--- config.mk ---
export PLATFORM = sky130hd
export DESIGN_NAME = pll_reset_sequencer
export DESIGN_NICKNAME = d
export VERILOG_FILES = /design/src/rtl/npu_clk_pkg.sv /design/src/rtl/cdc_sync_bit.sv /design/src/rtl/pll_reset_sequencer.sv
export SDC_FILE = /design/constraint.sdc
export NUM_CORES = 1
export LEC_CHECK = 0
export ABC_CLOCK_PERIOD_IN_PS = 2790
export CAP_MARGIN = 5
export CORE_ASPECT_RATIO = 1.2
export CORE_UTILIZATION = 40
export DETAILED_ROUTE_END_ITERATION = 10
export PLACE_DENSITY = 0.61
export SYNTH_ARGS = -nofsm -noshare
export SYNTH_HDL_FRONTEND = slang
export SYNTH_HIERARCHICAL = 1
export SYNTH_SLANG_ARGS = --single-unit
export TNS_END_PERCENT = 100
--- constraint.sdc ---
create_clock -name clk -period 2.79 [get_ports clk]
set_input_delay 0.279 -clock clk [delete_from_list [all_inputs] [get_ports clk]]
set_output_delay 0.279 -clock clk [all_outputs]
set_load 0.01 [all_outputs]
--- src/rtl/npu_clk_pkg.sv ---
// Shared types and default timing constants for the clock/reset infrastructure
// running from the 27 MHz board reference.
package npu_clk_pkg;

    typedef enum logic [2:0] {
        ST_WAIT_LOCK = 3'd0,
        ST_STABLE    = 3'd1,
        ST_RELEASE   = 3'd2,
        ST_RUN       = 3'd3,
        ST_PLL_RST   = 3'd4
    } rst_seq_state_t;

    // Defaults assume a 27 MHz reference: 270000 cycles is 10 ms.
    localparam int DEF_SYNC_STAGES    = 2;
    localparam int DEF_STABLE_CYCLES  = 1024;
    localparam int DEF_N_RST          = 3;
    localparam int DEF_STAGE_GAP      = 16;
    localparam int DEF_LOCK_TIMEOUT   = 270000;
    localparam int DEF_PLL_RST_CYCLES = 64;
    localparam int DEF_CNT_W          = 8;

    function automatic int max_int(input int a, input int b);
        return (a > b) ? a : b;
    endfunction

endpackage

--- src/rtl/cdc_sync_bit.sv ---
// Multi-flop synchronizer for one asynchronous level signal; output is the
// last stage. Reset clears every stage.
module cdc_sync_bit #(
    parameter int SYNC_STAGES = 2
) (
    input  logic clk,
    input  logic rst,
    input  logic d_i,
    output logic q_o
);

    logic [SYNC_STAGES-1:0] sync_q;

    // Synchronizer shift chain.
    always_ff @(posedge clk) begin
        if (rst) begin
            sync_q <= '0;
        end else begin
            sync_q <= {sync_q[SYNC_STAGES-2:0], d_i};
        end
    end

    assign q_o = sync_q[SYNC_STAGES-1];

endmodule

--- src/rtl/pll_reset_sequencer.sv ---
// Watches the rPLL lock, releases the PLL-domain resets in stages once lock is
// stable, re-resets on lock loss and pulses the PLL reset if lock never comes.
module pll_reset_sequencer
    import npu_clk_pkg::*;
#(
    parameter int SYNC_STAGES    = DEF_SYNC_STAGES,
    parameter int STABLE_CYCLES  = DEF_STABLE_CYCLES,
    parameter int N_RST          = DEF_N_RST,
    parameter int STAGE_GAP      = DEF_STAGE_GAP,
    parameter int LOCK_TIMEOUT   = DEF_LOCK_TIMEOUT,
    parameter int PLL_RST_CYCLES = DEF_PLL_RST_CYCLES,
    parameter int CNT_W          = DEF_CNT_W
) (
    input  logic             clk,
    input  logic             rst,
    input  logic             pll_lock,
    input  logic             clr_status,
    output logic             pll_reset,
    output logic [N_RST-1:0] rst_out,
    output logic             sys_ready,
    output logic             lock_lost,
    output logic [CNT_W-1:0] loss_count,
    output logic [2:0]       state
);

    localparam int REL_CYCLES = N_RST * STAGE_GAP;
    localparam int TMR_MAX    = max_int(max_int(LOCK_TIMEOUT, STABLE_CYCLES),
                                        max_int(REL_CYCLES, PLL_RST_CYCLES));
    localparam int TMR_W      = $clog2(TMR_MAX + 1);

    localparam logic [TMR_W-1:0] TMO_LAST  = TMR_W'(LOCK_TIMEOUT - 1);
    localparam logic [TMR_W-1:0] PRST_LAST = TMR_W'(PLL_RST_CYCLES - 1);
    localparam logic [TMR_W-1:0] STB_LAST  = TMR_W'(STABLE_CYCLES - 1);
    localparam logic [TMR_W-1:0] REL_END   = TMR_W'(REL_CYCLES);

    rst_seq_state_t   state_q, state_d;
    logic [TMR_W-1:0] timer_q, timer_d;
    logic             pll_reset_q, pll_reset_d;
    logic [N_RST-1:0] rst_out_q, rst_out_d;
    logic             sys_ready_q, sys_ready_d;
    logic             lock_lost_q, lock_lost_d;
    logic [CNT_W-1:0] loss_count_q, loss_count_d;

    logic             lock_s;
    logic             loss_ev_s;
    logic [TMR_W-1:0] timer_inc_s;
    logic [TMR_W-1:0] rel_cnt_s;
    logic [N_RST-1:0] stage_rst_s;

    cdc_sync_bit #(
        .SYNC_STAGES(SYNC_STAGES)
    ) u_lock_sync (
        .clk(clk),
        .rst(rst),
        .d_i(pll_lock),
        .q_o(lock_s)
    );

    assign timer_inc_s = timer_q + TMR_W'(1);
    assign loss_ev_s   = ((state_q == ST_RELEASE) || (state_q == ST_RUN)) && !lock_s;
    // Cycles since E0 as of the edge being computed; zero on the E0 edge itself.
    assign rel_cnt_s   = (state_q == ST_RELEASE) ? timer_inc_s : '0;

    // Stage i stays in reset until rel_cnt reaches i*STAGE_GAP.
    always_comb begin
        stage_rst_s = '1;
        for (int i = 0; i < N_RST; i++) begin
            if (rel_cnt_s >= TMR_W'(i * STAGE_GAP)) begin
                stage_rst_s[i] = 1'b0;
            end else begin
                stage_rst_s[i] = 1'b1;
            end
        end
    end

    // Next-state, timer and reset-output logic.
    always_comb begin
        state_d     = state_q;
        timer_d     = timer_inc_s;
        pll_reset_d = 1'b0;
        rst_out_d   = rst_out_q;
        sys_ready_d = sys_ready_q;
        case (state_q)
            ST_WAIT_LOCK: begin
                if (lock_s) begin
                    state_d = ST_STABLE;
                    timer_d = '0;
                end else if (timer_q == TMO_LAST) begin
                    state_d     = ST_PLL_RST;
                    timer_d     = '0;
                    pll_reset_d = 1'b1;
                end else begin
                    timer_d = timer_inc_s;
                end
            end
            ST_PLL_RST: begin
                if (timer_q == PRST_LAST) begin
                    state_d = ST_WAIT_LOCK;
                    timer_d = '0;
                end else begin
                    pll_reset_d = 1'b1;
                end
            end
            ST_STABLE: begin
                if (!lock_s) begin
                    state_d = ST_WAIT_LOCK;
                    timer_d = '0;
                end else if (timer_q == STB_LAST) begin
                    state_d   = ST_RELEASE;
                    timer_d   = '0;
                    rst_out_d = stage_rst_s;
                end else begin
                    timer_d = timer_inc_s;
                end
            end
            ST_RELEASE, ST_RUN: begin
                if (!lock_s) begin
                    state_d     = ST_WAIT_LOCK;
                    timer_d     = '0;
                    rst_out_d   = '1;
                    sys_ready_d = 1'b0;
                end else if (state_q == ST_RUN) begin
                    timer_d = timer_q;
                end else if (timer_inc_s == REL_END) begin
                    state_d     = ST_RUN;
                    timer_d     = '0;
                    rst_out_d   = stage_rst_s;
                    sys_ready_d = 1'b1;
                end else begin
                    rst_out_d = stage_rst_s;
                end
            end
            default: begin
                state_d     = ST_WAIT_LOCK;
                timer_d     = '0;
                rst_out_d   = '1;
                sys_ready_d = 1'b0;
            end
        endcase
    end

    // Sticky status; a loss on the same edge as a clear still records itself.
    always_comb begin
        lock_lost_d  = lock_lost_q;
        loss_count_d = loss_count_q;
        if (loss_ev_s) begin
            lock_lost_d = 1'b1;
            if (clr_status) begin
                loss_count_d = CNT_W'(1);
            end else if (loss_count_q == {CNT_W{1'b1}}) begin
                loss_count_d = loss_count_q;
            end else begin
                loss_count_d = loss_count_q + CNT_W'(1);
            end
        end else if (clr_status) begin
            lock_lost_d  = 1'b0;
            loss_count_d = '0;
        end else begin
            lock_lost_d  = lock_lost_q;
            loss_count_d = loss_count_q;
        end
    end

    // State and output registers.
    always_ff @(posedge clk) begin
        if (rst) begin
            state_q      <= ST_WAIT_LOCK;
            timer_q      <= '0;
            pll_reset_q  <= 1'b0;
            rst_out_q    <= '1;
            sys_ready_q  <= 1'b0;
            lock_lost_q  <= 1'b0;
            loss_count_q <= '0;
        end else begin
            state_q      <= state_d;
            timer_q      <= timer_d;
            pll_reset_q  <= pll_reset_d;
            rst_out_q    <= rst_out_d;
            sys_ready_q  <= sys_ready_d;
            lock_lost_q  <= lock_lost_d;
            loss_count_q <= loss_count_d;
        end
    end

    assign pll_reset  = pll_reset_q;
    assign rst_out    = rst_out_q;
    assign sys_ready  = sys_ready_q;
    assign lock_lost  = lock_lost_q;
    assign loss_count = loss_count_q;
    assign state      = state_q;

endmodule

# Yosys cells after proc, flatten, opt, wreduce, memory -nomap -nowiden
# Cells that the tools add are included.
dict set report word_totals {
  regBits 38
  inputBits 4
  output_inout_bits 17
  elab_cells 85
}
dict set report op_classes {
  addsub 2
  order_cmp 3
  n_eq_ne 17
  muxes 41
  bitwise_logic 2
  reduce_logical 12
}
# operator count
set ops {}
lappend ops {{$mux W19} 9}
lappend ops {{$pmux W19 S4} 1}
lappend ops {{$eq A19 B6 Y1 const B} 2}
lappend ops {{$mux W3} 12}
lappend ops {{$mux W8} 4}
lappend ops {{$add A19 B1 Y19 const B} 1}
lappend ops {{$eq A19 B10 Y1 const B} 1}
lappend ops {{$eq A19 B19 Y1 const B} 1}
lappend ops {{$ge A19 B1 Y1 const B} 1}
lappend ops {{$ge A19 B5 Y1 const B} 1}
lappend ops {{$ge A19 B6 Y1 const B} 1}
lappend ops {{$pmux W3 S4} 1}
lappend ops {{$mux W1} 11}
lappend ops {{$ne A3 B3 Y1 const B} 3}
lappend ops {{$pmux W3 S3} 1}
lappend ops {{$add A8 B1 Y8 const B} 1}
lappend ops {{$eq A8 B8 Y1 const B} 1}
lappend ops {{$eq A3 B2 Y1 const B} 2}
lappend ops {{$ne A2 B2 Y1 const B} 3}
lappend ops {{$reduce_and A5 Y1} 1}
lappend ops {{$pmux W1 S2} 2}
lappend ops {{$reduce_and A4 Y1} 1}
lappend ops {{$reduce_or A2 Y1} 2}
lappend ops {{$eq A3 B1 Y1 const B} 1}
lappend ops {{other kinds (12)} 13}

# Longest topological paths before layout
dict set report logic_depth {
  depth_word 7
  ltp_mapped 11
  mapped_depth_nobuf 9
}

# Hierarchy
# The synthesis kept the hierarchy.
# module n_inst cells_each area_each_um2
set modules_own_cells {}
lappend modules_own_cells {pll_reset_sequencer 1 279 2220.9}
lappend modules_own_cells {cdc_sync_bit 1 4 52.6}

# Worst setup path before layout
# No wires, ideal clock.
dict set report synth_timing {
  path_type {register -> register}
  start {reg timer_q[0]}
  end {reg timer_q[5]}
  setup_time_ps 120
  arrival_time_ps 2272
  required_ps 2670
  slack_ps 399
  stages_incl_launch_ff 12
  path_buffers 2
  synth_period_minus_slack_ps 2391
  cell_sequence {dfxtp_1 -> ha_1 -> and4_4 -> buf_6 -> a211oi_1 -> a41oi_1 -> nor4_4 -> and4_4 -> o22a_4 -> buf_6 -> nor2_2 -> a211o_1}
}
dict set report synth_via {
  elab_chain_cells 6
  elab_cells_between_ends 14
  classes_between {1 x add/sub; 4 x eq/ne; 9 x mux}
}
# item line_no
set synth_rtl {}
lappend synth_rtl {{from (decl)} pll_reset_sequencer.sv:37} ;# logic [TMR_W-1:0] timer_q, timer_d;
lappend synth_rtl {{from (signal assigned)} pll_reset_sequencer.sv:176} ;# timer_q <= timer_d;
lappend synth_rtl {{$add A19 B1 Y19} pll_reset_sequencer.sv:59} ;# assign timer_inc_s = timer_q + TMR_W'(1);
lappend synth_rtl {{$eq A19 B6 Y1} pll_reset_sequencer.sv:124} ;# end else if (timer_inc_s == REL_END) begin
lappend synth_rtl {{$mux W19} pll_reset_sequencer.sv:124}
lappend synth_rtl {{$mux W19} pll_reset_sequencer.sv:122} ;# end else if (state_q == ST_RUN) begin
lappend synth_rtl {{$mux W19} pll_reset_sequencer.sv:117} ;# if (!lock_s) begin
lappend synth_rtl {{$pmux W19 S4 (*)} pll_reset_sequencer.sv:83} ;# case (state_q)
# Every way passes the cells marked *; elsewhere a longest branch is shown, timed or not. The select of a mux whose other input is x is not followed.
# A chain may end at the register's enable or synchronous reset.

# Final worst setup path
dict set report layout_timing {
  start {reg timer_q[1]}
  end {reg timer_q[5]}
}
# The elaborated chain is that of the path after synthesis.

==> impl_metrics.yaml <==
sta:
  post-route-period-util: 0.9290
  fin_crit_ns: 2.592
  setup_violations: 0
  final_max_slew_viol_count: 0
  max_slew_margin: 0.3100
  tightest_slew_ns: 1.031
  setup-tns-final_ns: 0
  skew_ns: 0.006423
  fmax_ghz: 0.3858
  finalWorstSetupSlack_ns: 0.1980
  rsz0062_at_grt: "false"
  hold_viol_final: 0
final_layout:
  layout-drive-gt1-share: 0.1208
  antenna_cells: 0
  final_common_cell: "dfxtp_1"
  fin_cells: 360
  final-seq-area_sq_um: 760.7
  nets: 304
  area_growth_pct: 13.32
  layout_common_cells: "38 x dfxtp_1, 33 x nand2_1, 26 x nor2_1, 20 x clkdlybuf4s50_1, 16 x nand3_1"
  multiInputGateArea_sq_um: 1388
  n_fill_cell: 533
grt:
  grt_pass1_vias: 1773
  overflow: 0
  antenna_found_initial: 0
  grt_max_degree: 14
  grt_pass1_wl_mm: 8.631
  grt_usage: 0.1799
power_and_ir_drop:
  power_density_nw_per_um2: 413.9
  power.switching_mw: 0.2872
  power.internal_mw: 0.7792
  total_power_mw: 1.066
  ir_drop_mv: 0.1749
  clkPwrFrac: 0.341
  power_leakage_nw: 0.9267
  pwr-share-comb: 0.120
  p_sw_frac: 0.2694
  seq_power_share: 0.540
critical_path:
  crit_arrival_ns: 2.78
  start_kind: "flip-flop"
  end_kind: "flip-flop"
  cpMaxStageDelayCell: "dfxtp_1"
  cp_common_cell: "nor3_1"
  cp_cell_sequence: "ha_2, nand4_1, nor3_1, xor2_1, nor4_4, and4_4, o22a_4, nor3_1, a211o_1"
  path_class: "reg -> reg"
  path_max_fanout: 13
  required_ns: 2.98
  crit_path_max_incr_delay_ns: 0.41
floorplanning:
  dieArea_sq_um: 5990
  core_sq_um: 5370
  num_rows: 29
  io_pins: 21
  initial_core_util: 0.4233
  fp.dieW_microns: 70.82
  die_y_microns: 84.59
detailed_routing:
  drc: 0
  wl_per_cell_microns: 14.75
  ant_nets: 0
  vias_per_cell: 5.797
  wl_mm: 5.311
  first_iter_violations: 195
  vias: 2087
  dr.pass1.iters: 6
cts:
  tritoncts: "done"
  cts_buffers: 5
  post_cts_buffers: 0
  clk_pin_slew_ns: 0.08
  htreeDepth: 2
  clock_path_buffers: 2
  cts_sinks: 38
  insertion_delay_ns: 0.29
  root_buffer: "clkbuf_8"
synth:
  synthTopCellsByArea: "dfxtp_1 33%, nand2_1 5.4%, nor2_1 4.3%"
  ys.flop_type: "dfxtp_1"
  yosys.area.top_type: "dfxtp_1"
  synthArstFlopShare: 0
  synth_nets: 289
  ys_seq_area_frac: 0.3346
  yosysWarnings: 6
  synth_edf_count: 0
  synth_top_area_frac: 0.3346
  syn_inst: 283
  syn_area_sq_um: 2273
  synth_cell_types: 56
  synth.avg_cell_area_sq_um: 8.033
  ys_seq_elements: 38
placement:
  pre_cts_ws_ns: 0.1847
  dpl.cell_count: 353
  portBuffers: 20
  hpwl_mm: 3.854
  finalWeightedCongestion: 0.8930
min_path:
  hp-class: "reg -> reg"
run_status:
  status: "complete, no violations"
job:
  maxCapViolations: 0
[per-stage QoR]
| step | instance area (sq um) | util | hold WS, ns |
|---|---|---|---|
| after floorplan | 2273 | - | 0.3506 |
| after detailed placement | 2487 | 0.4632 | 0.4346 |
| final | 2576 | 0.4797 | 0.4482 |
| after global routing | 2576 | 0.4797 | 0.4688 |
| after CTS | 2566 | 0.4779 | 0.4544 |
| after global placement | 2487 | 0.4632 | 0.4327 |
[cell type report]
class | count | share of cell area
multi-input cells | 221 | 0.5386
flip-flops and latches | 38 | 0.2953
repair buffers | 27 | 0.09811
well taps | 62 | 0.03011
clock buffers | 5 | 0.02671
inverters | 5 | 0.007285
clock inverters | 2 | 0.003885
[cell families after synthesis]
logic type | share of synthesized area
AO/OA/AOI/OAI | 0.1899
XOR/XNOR | 0.05008
adder cells (fa/ha/maj) | 0.01101
buffers and inverters | 0.05944
flip-flops | 0.3346
multiplexers | 0.008806
AND/OR/NAND/NOR | 0.3462
[synth_stat cells, types with 2 or more instances]
library cell and count:
and4_1 5, or3_1 2, and4_4 3, and2_1 2, and3_1 5, nand2_1 33, o21ai_0 12, buf_2 6
a32o_1 2, nand3_1 16, a22oi_1 2, inv_1 5, or2_2 6, mux2i_1 2, xor2_1 10, nor2b_1 3
nor2_1 26, nand4_1 10, nand2b_1 4, nor4_1 10, nor3_1 6, xnor2_1 3, ha_1 2, o21a_1 3
buf_6 3, a211o_1 2, o31a_1 2, buf_4 4, a21o_1 5, a21oi_1 14, a31oi_1 4, a211oi_1 4
dfxtp_1 38, nand3b_1 2, clkbuf_1 6
[state kept, by name, summed over array words and instances (netlist names)]
signal / count
lock_lost: 1
loss_count: 8
pll_reset: 1
rst_out: 3
state: 3
sys_ready: 1
timer_q: 19
u_lock_sync/sync_q: 2
[worst paths after layout]
path / depth (start not counted) / end / start / slack (ns)
setup / recovery: 9 / timer_q[5]$_SDFFE_PP0N_ / timer_q[1]$_SDFFE_PP0N_ / 0.20
hold / removal: 1 / u_lock_sync/sync_q[1]$_SDFF_PP0_ / u_lock_sync/sync_q[0]$_SDFF_PP0_ / 0.45
setup reg to reg: 9 / timer_q[5]$_SDFFE_PP0N_ / timer_q[1]$_SDFFE_PP0N_ / 0.20
hold reg to reg: 1 / u_lock_sync/sync_q[1]$_SDFF_PP0_ / u_lock_sync/sync_q[0]$_SDFF_PP0_ / 0.45
[worst max-delay path, delay by kind of cell, from the launching register on]
kind	cells	cell delay, ns
AOI/OAI and AO/OA	2	0.51
DFF	1	0.41
adders and majority gates	1	0.26
xor gates and xnor gates	1	0.15
and+or+nand+nor	5	1.15
[power groups by stage]
stage	clock network [mW]	logic, mW	registers (mW)
CTS	0.382	0.125	0.574
finish	0.363	0.127	0.575
global placement	0	0.123	0.587
floorplan	0	0.0831	0.587
global route	0.409	0.139	0.580
detailed placement	0	0.124	0.587
[routing by layer]
layer  share of wire  wire length, microns  track usage
met1            0.49                  2593       0.2471
met2            0.47                  2475       0.2902
met3           0.037                   194      0.03121
met4          0.0088                    47      0.04727
met5               0                     0            0
[repair_timing]
action,CTS,global route
gates resized for setup,0,2
hold buffers,0,0
setup endpoints to repair,0,2
No activity file was read; power rests on OpenSTA's default activity.
